**src/rtl/instr_fetcher_pkg.sv**
```systemverilog
// Shared constants and types for the instruction fetcher and its queue.
package instr_fetcher_pkg;
  localparam int ADDR_W_DEF   = 32;
  localparam int IQ_DEPTH_DEF = 16;

  localparam logic [6:0] OP_BRANCH = 7'b1100011;
  localparam logic [6:0] OP_JAL    = 7'b1101111;
  localparam logic [6:0] OP_JALR   = 7'b1100111;

  localparam logic TRUE  = 1'b1;
  localparam logic FALSE = 1'b0;

  typedef enum logic {FETCH = 1'b0, PRED = 1'b1} fetch_state_t;
endpackage

```
**src/rtl/instr_queue.sv**
```systemverilog
// Synchronous FIFO of packed {instr, pc, pred} entries with flush.
// Head is presented combinationally from storage.
module instr_queue
  import instr_fetcher_pkg::*;
#(
  parameter int W     = 65,
  parameter int DEPTH = IQ_DEPTH_DEF
) (
  input  logic                     clk,
  input  logic                     rst,
  input  logic                     push,
  input  logic [W-1:0]             push_data,
  input  logic                     pop,
  input  logic                     flush,
  output logic [W-1:0]             head_data,
  output logic [$clog2(DEPTH):0]   count
);
  localparam int PTR_W = $clog2(DEPTH);
  localparam int CNT_W = PTR_W + 1;

  logic [W-1:0]     mem_q [DEPTH];
  logic [PTR_W-1:0] wr_ptr_q, wr_ptr_d;
  logic [PTR_W-1:0] rd_ptr_q, rd_ptr_d;
  logic [CNT_W-1:0] count_q, count_d;

  // Pointers wrap naturally because DEPTH is a power of two.
  always_comb begin
    wr_ptr_d = wr_ptr_q;
    rd_ptr_d = rd_ptr_q;
    count_d  = count_q;
    if (flush) begin
      wr_ptr_d = '0;
      rd_ptr_d = '0;
      count_d  = '0;
    end else begin
      if (push) wr_ptr_d = wr_ptr_q + PTR_W'(1);
      if (pop)  rd_ptr_d = rd_ptr_q + PTR_W'(1);
      if (push && !pop)      count_d = count_q + CNT_W'(1);
      else if (!push && pop) count_d = count_q - CNT_W'(1);
    end
  end

  always_ff @(posedge clk or negedge rst) begin
    if (!rst) begin
      wr_ptr_q <= '0;
      rd_ptr_q <= '0;
      count_q  <= '0;
    end else begin
      wr_ptr_q <= wr_ptr_d;
      rd_ptr_q <= rd_ptr_d;
      count_q  <= count_d;
    end
  end

  always_ff @(posedge clk) begin
    if (push && !flush) mem_q[wr_ptr_q] <= push_data;
  end

  assign head_data = mem_q[rd_ptr_q];
  assign count     = count_q;
endmodule

```
**src/rtl/instr_fetcher.sv**
```systemverilog
// Front-end fetcher: requests words from the icache, resolves next PC (JAL
// directly, conditional branches via a one-shot predictor query) and queues them.
module instr_fetcher
  import instr_fetcher_pkg::*;
#(
  parameter int ADDR_W     = ADDR_W_DEF,
  parameter int PRED_IDX_W = 8,
  parameter int IQ_DEPTH   = IQ_DEPTH_DEF
) (
  input  logic                  clk,
  input  logic                  rst,
  input  logic                  rdy,
  output logic                  icache_req,
  output logic [ADDR_W-1:0]     icache_addr,
  input  logic                  icache_valid,
  input  logic [31:0]           icache_instr,
  output logic                  pred_req,
  output logic [PRED_IDX_W-1:0] pred_index,
  input  logic                  pred_jump,
  output logic                  out_valid,
  output logic [31:0]           out_instr,
  output logic [ADDR_W-1:0]     out_pc,
  output logic                  out_pred_jump,
  input  logic                  dec_ready,
  input  logic                  rob_flush,
  input  logic [ADDR_W-1:0]     rob_target_pc
);
  localparam int CNT_W = $clog2(IQ_DEPTH) + 1;
  localparam int ENT_W = 32 + ADDR_W + 1;
  localparam logic [ADDR_W-1:0] PC_STEP = ADDR_W'(4);

  fetch_state_t      state_q, state_d;
  logic [ADDR_W-1:0] pc_q, pc_d;
  logic [31:0]       br_instr_q, br_instr_d;
  logic              icache_req_q, icache_req_d;
  logic              pred_req_q, pred_req_d;

  logic              iq_push, iq_pop, iq_flush, push_pred;
  logic [31:0]       push_instr;
  logic [ENT_W-1:0]  iq_head;
  logic [CNT_W-1:0]  iq_count, cnt_nx;

  function automatic logic signed [ADDR_W-1:0] b_imm(input logic [31:0] i);
    return {{(ADDR_W-12){i[31]}}, i[7], i[30:25], i[11:8], 1'b0};
  endfunction

  function automatic logic signed [ADDR_W-1:0] j_imm(input logic [31:0] i);
    return {{(ADDR_W-20){i[31]}}, i[19:12], i[20], i[30:21], 1'b0};
  endfunction

  always_comb begin
    state_d      = state_q;
    pc_d         = pc_q;
    br_instr_d   = br_instr_q;
    icache_req_d = icache_req_q;
    pred_req_d   = pred_req_q;
    iq_push      = FALSE;
    iq_pop       = FALSE;
    iq_flush     = FALSE;
    push_instr   = icache_instr;
    push_pred    = FALSE;
    cnt_nx       = iq_count;
    if (rdy) begin
      if (rob_flush) begin
        iq_flush     = TRUE;
        pc_d         = rob_target_pc;
        state_d      = FETCH;
        pred_req_d   = FALSE;
        icache_req_d = TRUE;
      end else begin
        iq_pop = out_valid && dec_ready;
        if (state_q == FETCH) begin
          if (icache_req_q && icache_valid) begin
            case (icache_instr[6:0])
              OP_BRANCH: begin
                br_instr_d = icache_instr;
                state_d    = PRED;
                pred_req_d = TRUE;
              end
              OP_JAL: begin
                iq_push   = TRUE;
                push_pred = TRUE;
                pc_d      = pc_q + $unsigned(j_imm(icache_instr));
              end
              OP_JALR: begin
                iq_push = TRUE;
                pc_d    = pc_q + PC_STEP;
              end
              default: begin
                iq_push = TRUE;
                pc_d    = pc_q + PC_STEP;
              end
            endcase
          end
        end else if (pred_req_q) begin
          pred_req_d = FALSE;
        end else begin
          // Prediction arrives the cycle after the query; branch pc is still in pc_q.
          iq_push    = TRUE;
          push_instr = br_instr_q;
          push_pred  = pred_jump;
          pc_d       = pred_jump ? pc_q + $unsigned(b_imm(br_instr_q)) : pc_q + PC_STEP;
          state_d    = FETCH;
        end
        if (iq_push && !iq_pop)      cnt_nx = iq_count + CNT_W'(1);
        else if (!iq_push && iq_pop) cnt_nx = iq_count - CNT_W'(1);
        icache_req_d = (state_d == FETCH) && (cnt_nx != CNT_W'(IQ_DEPTH));
      end
    end
  end

  always_ff @(posedge clk or negedge rst) begin
    if (!rst) begin
      state_q      <= FETCH;
      pc_q         <= '0;
      icache_req_q <= FALSE;
      pred_req_q   <= FALSE;
    end else begin
      state_q      <= state_d;
      pc_q         <= pc_d;
      icache_req_q <= icache_req_d;
      pred_req_q   <= pred_req_d;
    end
  end

  always_ff @(posedge clk) begin
    br_instr_q <= br_instr_d;
  end

  instr_queue #(.W(ENT_W), .DEPTH(IQ_DEPTH)) u_iq (
    .clk       (clk),
    .rst       (rst),
    .push      (iq_push),
    .push_data ({push_instr, pc_q, push_pred}),
    .pop       (iq_pop),
    .flush     (iq_flush),
    .head_data (iq_head),
    .count     (iq_count)
  );

  assign icache_req  = icache_req_q;
  assign icache_addr = pc_q;
  assign pred_req    = pred_req_q;
  assign pred_index  = pc_q[PRED_IDX_W+1:2];
  assign out_valid   = (iq_count != '0);
  assign {out_instr, out_pc, out_pred_jump} = iq_head;
endmodule

```
**config.mk**
```make
export PLATFORM = sky130hd
export DESIGN_NAME = instr_fetcher
export DESIGN_NICKNAME = d
export VERILOG_FILES = /design/src/rtl/instr_fetcher_pkg.sv /design/src/rtl/instr_queue.sv /design/src/rtl/instr_fetcher.sv
export SDC_FILE = /design/constraint.sdc
export NUM_CORES = 1
export LEC_CHECK = 0
export BUFFER_PORTS_ARGS = -buffer_cell sky130_fd_sc_hd__buf_2
export CAP_MARGIN = 25
export CORE_ASPECT_RATIO = 2
export CORE_MARGIN = 2
export CORE_UTILIZATION = 35
export DETAILED_ROUTE_END_ITERATION = 8
export GPL_TIMING_DRIVEN = 1
export MAX_ROUTING_LAYER = met4
export SYNTH_ARGS = -nofsm -noshare
export SYNTH_HDL_FRONTEND = slang
export SYNTH_HIERARCHICAL = 1
export SYNTH_SLANG_ARGS = --single-unit
```
**constraint.sdc**
```tcl
create_clock -name clk -period 8.6 [get_ports clk]
set_input_delay 1.72 -clock clk [delete_from_list [all_inputs] [get_ports clk]]
set_output_delay 1.72 -clock clk [all_outputs]
set_load 0.1 [all_outputs]
```
# --- Word level (Yosys, flattened, before mapping) ---
# Memories as Yosys holds them, arrays and structs flattened.
# Index checks and enable logic that the tools add are counted.
op_classes:
  eq_ne: 5
  bitwise_logic: 3
  n_mux: 53
  reduce_logical: 22
  addsub: 7
ops:
  columns: ["cell", "count"]
  rows:
  - ["$mux 32", 9]
  - ["$add 32x32->32", 2]
  - ["$pmux 32 s2", 1]
  - ["$mux 5", 7]
  - ["$add 32x3->32 const B", 1]
  - ["$mux 1", 32]
  - ["$mux 4", 4]
  - ["$eq 7x7->1 const B", 2]
  - ["$reduce_bool 3->1", 3]
  - ["$add 4x1->4 const B", 2]
  - ["$logic_and 1x1->1", 8]
  - ["$ne 3x3->1 const B", 2]
  - ["$add 5x1->5 const B", 1]
  - ["$logic_not 1->1", 5]
  - ["$ne 5x5->1 const B", 1]
  - ["$reduce_and 5->1", 1]
  - ["$reduce_bool 5->1", 1]
  - ["$sub 5x1->5 const B", 1]
  - ["$reduce_and 4->1", 1]
  - ["$reduce_bool 2->1", 2]
  - ["$not 1->1", 3]
  - ["$reduce_and 3->1", 1]
totals:
  mem_bits_rw: 1040
  wordCells: 99
  out_inout_bits: 108
  memories: 1
  register_bits: 80
mem_list:
  columns: ["memory", "words", "width", "read_ports", "rd_ports_with_merged_regs", "write_ports", "line_no", "rtl"]
  rows:
  - ["u_iq.mem_q", 16, 65, 1, 0, 1, "instr_queue.sv:21", "logic [W-1:0] mem_q [DEPTH];"]

# --- Longest topological paths before layout ---
logic_depth:
  word_depth: 15
  depth_mapped: 11
  depth_no_buf: 11

# --- Cells and area by module ---
# Netlist, hierarchy kept.
by_module_without_submodules:
  columns: ["module", "n_inst", "seq_area_each_um2", "area_per_inst_um2", "cells_each"]
  rows:
  - ["instr_queue", 1, 31555.3, 39684.3, 1690]
  - ["instr_fetcher", 1, 1836.8, 7599.8, 937]

# --- Worst setup path before layout ---
# Ideal clock, no wire load.
synth_timing:
  kind: "input -> register"
  start: "in icache_instr[5]"
  end: "mem u_iq.mem_q[2][0] (enable)"
  stages: 8
  t_arrival_ps: 7566
  path_slack_ps: 466
  path_buffers: 1
  setup_ps: 568
  path_cell_list: "and4b_1 -> a31oi_1 -> o31a_1 -> nand2_1 -> inv_1 -> clkbuf_1 -> nand2b_1 -> nor3_1"
synth_between:
  elab_chain_cells: 11
synth_lines:
  columns: ["element", "line_no", "rtl"]
  rows:
  - ["start: declaration", "instr_fetcher.sv:16", "input logic [31:0] icache_instr,"]
  - ["$eq 7x7->1", "instr_fetcher.sv:74", "case (icache_instr[6:0])"]
  - ["$mux 1", "instr_fetcher.sv:74", null]
  - ["$mux 1", "instr_fetcher.sv:73", "if (icache_req_q && icache_valid) begin"]
  - ["$mux 1", "instr_fetcher.sv:72", "if (state_q == FETCH) begin"]
  - ["$mux 1", "instr_fetcher.sv:64", "if (rob_flush) begin"]
  - ["$mux 1", "instr_fetcher.sv:63", "if (rdy) begin"]
  - ["$mux 1", "instr_fetcher.sv:64", null]
  - ["$mux 1", "instr_fetcher.sv:63", null]
  - ["net iq_push", "instr_fetcher.sv:38", "logic iq_push, iq_pop, iq_flush, push_pred;"]
  - ["$logic_and 1x1->1", "instr_queue.sv:56", "if (push && !flush) mem_q[wr_ptr_q] <= push_data;"]
  - ["$mux 1", "instr_queue.sv:56", null]
  - ["$mux 1 (implied by the code)", "instr_queue.sv:56", null]
  - ["end: declaration", "instr_queue.sv:21", null]
# The timed path passes the listed nets, and every way through them passes these cells. The select of a mux whose other input is x is not followed.

# --- Worst setup path after layout ---
layout_timing:
  start: "in icache_valid"
  end: "mem u_iq.mem_q[7][60] (enable)"
layout_between:
  elab_chain_cells: 10
layout_lines:
  columns: ["element", "line_no", "rtl"]
  rows:
  - ["start: declaration", "instr_fetcher.sv:15", "input logic icache_valid,"]
  - ["$logic_and 1x1->1", "instr_fetcher.sv:73", null]
  - ["$mux 1", "instr_fetcher.sv:73", null]
  - ["$mux 1", "instr_fetcher.sv:72", null]
  - ["$mux 1", "instr_fetcher.sv:64", null]
  - ["$mux 1", "instr_fetcher.sv:63", null]
  - ["$mux 1", "instr_fetcher.sv:64", null]
  - ["$mux 1", "instr_fetcher.sv:63", null]
  - ["net iq_push", "instr_fetcher.sv:38", null]
  - ["$logic_and 1x1->1", "instr_queue.sv:56", null]
  - ["$mux 1", "instr_queue.sv:56", null]
  - ["$mux 1 (implied by the code)", "instr_queue.sv:56", null]
# The timed path passes the listed nets, and every way through them passes these cells. The select of a mux whose other input is x is not followed.

==> flow_summary.yaml <==
grt:
  grt_max_degree: 121
  overflow: 0
  antenna_found_initial: 5
  grt_pass1_wl_um: 192000
  grt_pass1_vias: 27300
  track_usage_pct: 19.8
synthesis:
  synth_async_sr_flop_share_pct: 4.29
  ys.flop_type: "edfxtp_1"
  synth_seq_area_share_pct: 70.6
  syn_area_mm2: 0.0473
  syn_inst: 2627
  synth_edf_count: 1072
  ys_types: 71
  avgSynthCellArea_um2: 18.0
  yosysWarnings: 6
  synth_nets: 2774
  ys_ff_latch: 1120
clock_network:
  post_cts_resized: 0
  cts.sinks: 1120
  cts_made_buffers: 95
  cts_htree_levels: 3
  postCtsSetupBuffers: 0
  holdBufCountCts: 0
  root_buffer: "clkbuf_16"
  clockBufferDepth: 3
  worstSkewPairLatency_ns: 0.71
  tritoncts: "done"
  clk_pin_slew_ns: 0.07
worst_setup_path:
  path_max_fanout: 21
  worstPathArrival_ns: 6.17
  critPathCaptureType: "flip-flop"
  setup.worst_path.start_class: "input pin"
  slowest_delay_ns: 0.85
  cp.required_ns: 8.96
  path_cells: "buf_2, nand3b_1, a31oi_2, o31a_1, buf_4, nand2_1, inv_1, nor2b_1, nand2_1, nor2_4, buf_4"
  crit_type: "in2reg"
  crit_slowest_cell: "a31oi_2"
outcome:
  status: "complete, no violations"
layout:
  area_growth_pct: 13.8
  post-route-cell-area_mm2: 0.0538
  final_common_cell: "edfxtp_1"
  n_fill_cell: 12100
  drive_gt1_share_pct: 25.1
  layout_common_cells: "edfxtp_1 (1,072), mux4_2 (260), buf_2 (178)"
  final_nets: 2977
job:
  maxCapViolCount: 0
placed_design:
  gp_congestion: 0.857
  io_buffers: 178
  dp_hpwl_um: 86600
  place_area_mm2: 0.0506
timing:
  fin_skew_ns: 0.0335
  rsz0062_at_grt: "false"
  period_needed_ns: 5.80
  final-setup-viol-count: 0
  slew_headroom_pct: 25.7
  hold_violations: 0
  slew_violations: 0
  finalCritPeriodShare_pct: 67.5
  tightestPinTransition_ns: 1.11
  fin_setup_tns_ns: 0
  max_freq_ghz: 0.172
detailed_routing:
  via_count: 26100
  wirelength_um: 133000
  drcViolationCount: 0
  drtIter0Drc: 2238
  firstDrtPassIters: 7
  via_per_inst: 5.61
  wl_per_cell_um: 28.7
  drtAntennaViolNets: 0
min_path:
  hold_class: "reg2reg"
floorplanning:
  io_pins: 179
  dieWidth_um: 264
  start_util_pct: 35.3
  core_area_mm2: 0.134
  dieArea_mm2: 0.138
  row_count: 190
  die_y_um: 524
power_and_ir_drop:
  p_leak_nw: 17.3
  peakVddDrop_v: 0.000237
  power_density_mw_per_mm2: 271
  fin_total_pwr_mw: 14.6
-- final timing paths --
check	to	slack [ns]	start	depth (start not counted)
setup reg to reg	u_iq/mem_q[7][60]$_DFFE_PP_	2.99	state_q$_DFFE_PN0P_	10
hold reg to reg	icache_addr[9]$_DFFE_PN0P_	0.48	icache_addr[9]$_DFFE_PN0P_	2
min in group asynchronous	icache_addr[30]$_DFFE_PN0P_	1.15	rst	2
max in group asynchronous	u_iq/rd_ptr_q[0]$_DFFE_PN0P_	6.75	rst	2
setup / recovery	u_iq/mem_q[7][60]$_DFFE_PP_	2.80	icache_valid	11
hold / removal	icache_addr[9]$_DFFE_PN0P_	0.48	icache_addr[9]$_DFFE_PN0P_	2
-- cell type report --
| cell class | count | area, um^2 | share of cell area (%) |
|---|---|---|---|
| flip-flops and latches | 1120 | 33400 | 62.1 |
| well taps | 1728 | 2160 | 4.02 |
| diodes | 7 | 17.5 | 0.0325 |
| repair buffers | 254 | 1750 | 3.25 |
| multi-input cells | 1335 | 13200 | 24.6 |
| clock buffers | 111 | 2500 | 4.64 |
| inverters | 24 | 90.1 | 0.167 |
| clock inverters | 68 | 667 | 1.24 |
-- power by group --
group / switching [mW] / total, mW / leakage [nW] / internal [mW]
registers: 0.194 / 6.39 / 10.2 / 6.20
clock network: 2.00 / 4.41 / 1.55 / 2.41
logic: 2.61 / 3.78 / 5.51 / 1.17
-- sequential cells by signal, summed over array words and instances (netlist names) --
register	cells
br_instr_q	32
state_q	1
icache_addr	32
u_iq/count	5
u_iq/wr_ptr_q	4
pred_req	1
u_iq/rd_ptr_q	4
icache_req	1
u_iq/mem_q	1040
-- routing by layer --
metal / track usage [%] / wire length, um / vias to the layer above
li1: - / - / 11200
met5: - / 0 / -
met3: 2.33 / 6520 / 206
met2: 34.9 / 70500 / 852
met4: 7.06 / 4540 / 0
met1: 23.4 / 51700 / 13800
-- synthesized netlist by cell type, types with 12 or more instances --
library cell / n / share of area (%)
o21bai_1: 13 / 0.21
o21ai_0: 71 / 0.75
dfrtp_1: 48 / 2.5
a211oi_1: 22 / 0.35
or3_1: 20 / 0.26
buf_4: 18 / 0.29
a21o_1: 23 / 0.37
xor2_1: 36 / 0.67
inv_1: 24 / 0.19
ha_1: 73 / 1.9
clkbuf_1: 84 / 0.67
nand2_1: 158 / 1.3
a22oi_1: 134 / 2.1
o22ai_1: 12 / 0.16
nor3_1: 27 / 0.29
edfxtp_1: 1072 / 68
nand4_1: 26 / 0.34
nand3_1: 38 / 0.40
a21oi_1: 89 / 0.94
buf_2: 30 / 0.32
mux2_2: 34 / 0.81
xnor2_1: 44 / 0.82
nor2_1: 77 / 0.61
mux4_2: 260 / 12
and3_1: 20 / 0.26
nand2b_1: 16 / 0.21
-- cells by family after synthesis --
kind of cell | Yosys count | synth area share (%)
AOI/OAI and AO/OA | 447 | 6.36
xor gates and xnor gates | 80 | 1.48
adders and majority gates | 76 | 2.06
buffers and inverters | 172 | 1.70
DFF | 1120 | 70.6
muxes | 302 | 13.4
and+or+nand+nor | 430 | 4.41
-- stage by stage --
stage               setup slack [ns]  instances  hold slack [ns]  utilization, %
floorplan                      0.466       2627            0.552               -
global placement                2.24       4457            0.463            37.7
detailed placement              2.12       4460            0.475            37.8
CTS                             2.85       4639            0.491            40.1
global route                    2.50       4643            0.519            40.1
finish                          2.80       4647            0.485            40.1
-- worst max-delay path, delay by kind of cell --
family          cells  cell delay [ns]
simple gates        5             2.08
compound gates      2             1.05
buf+inv             4             1.26
No activity file was read; power rests on OpenSTA's default activity.
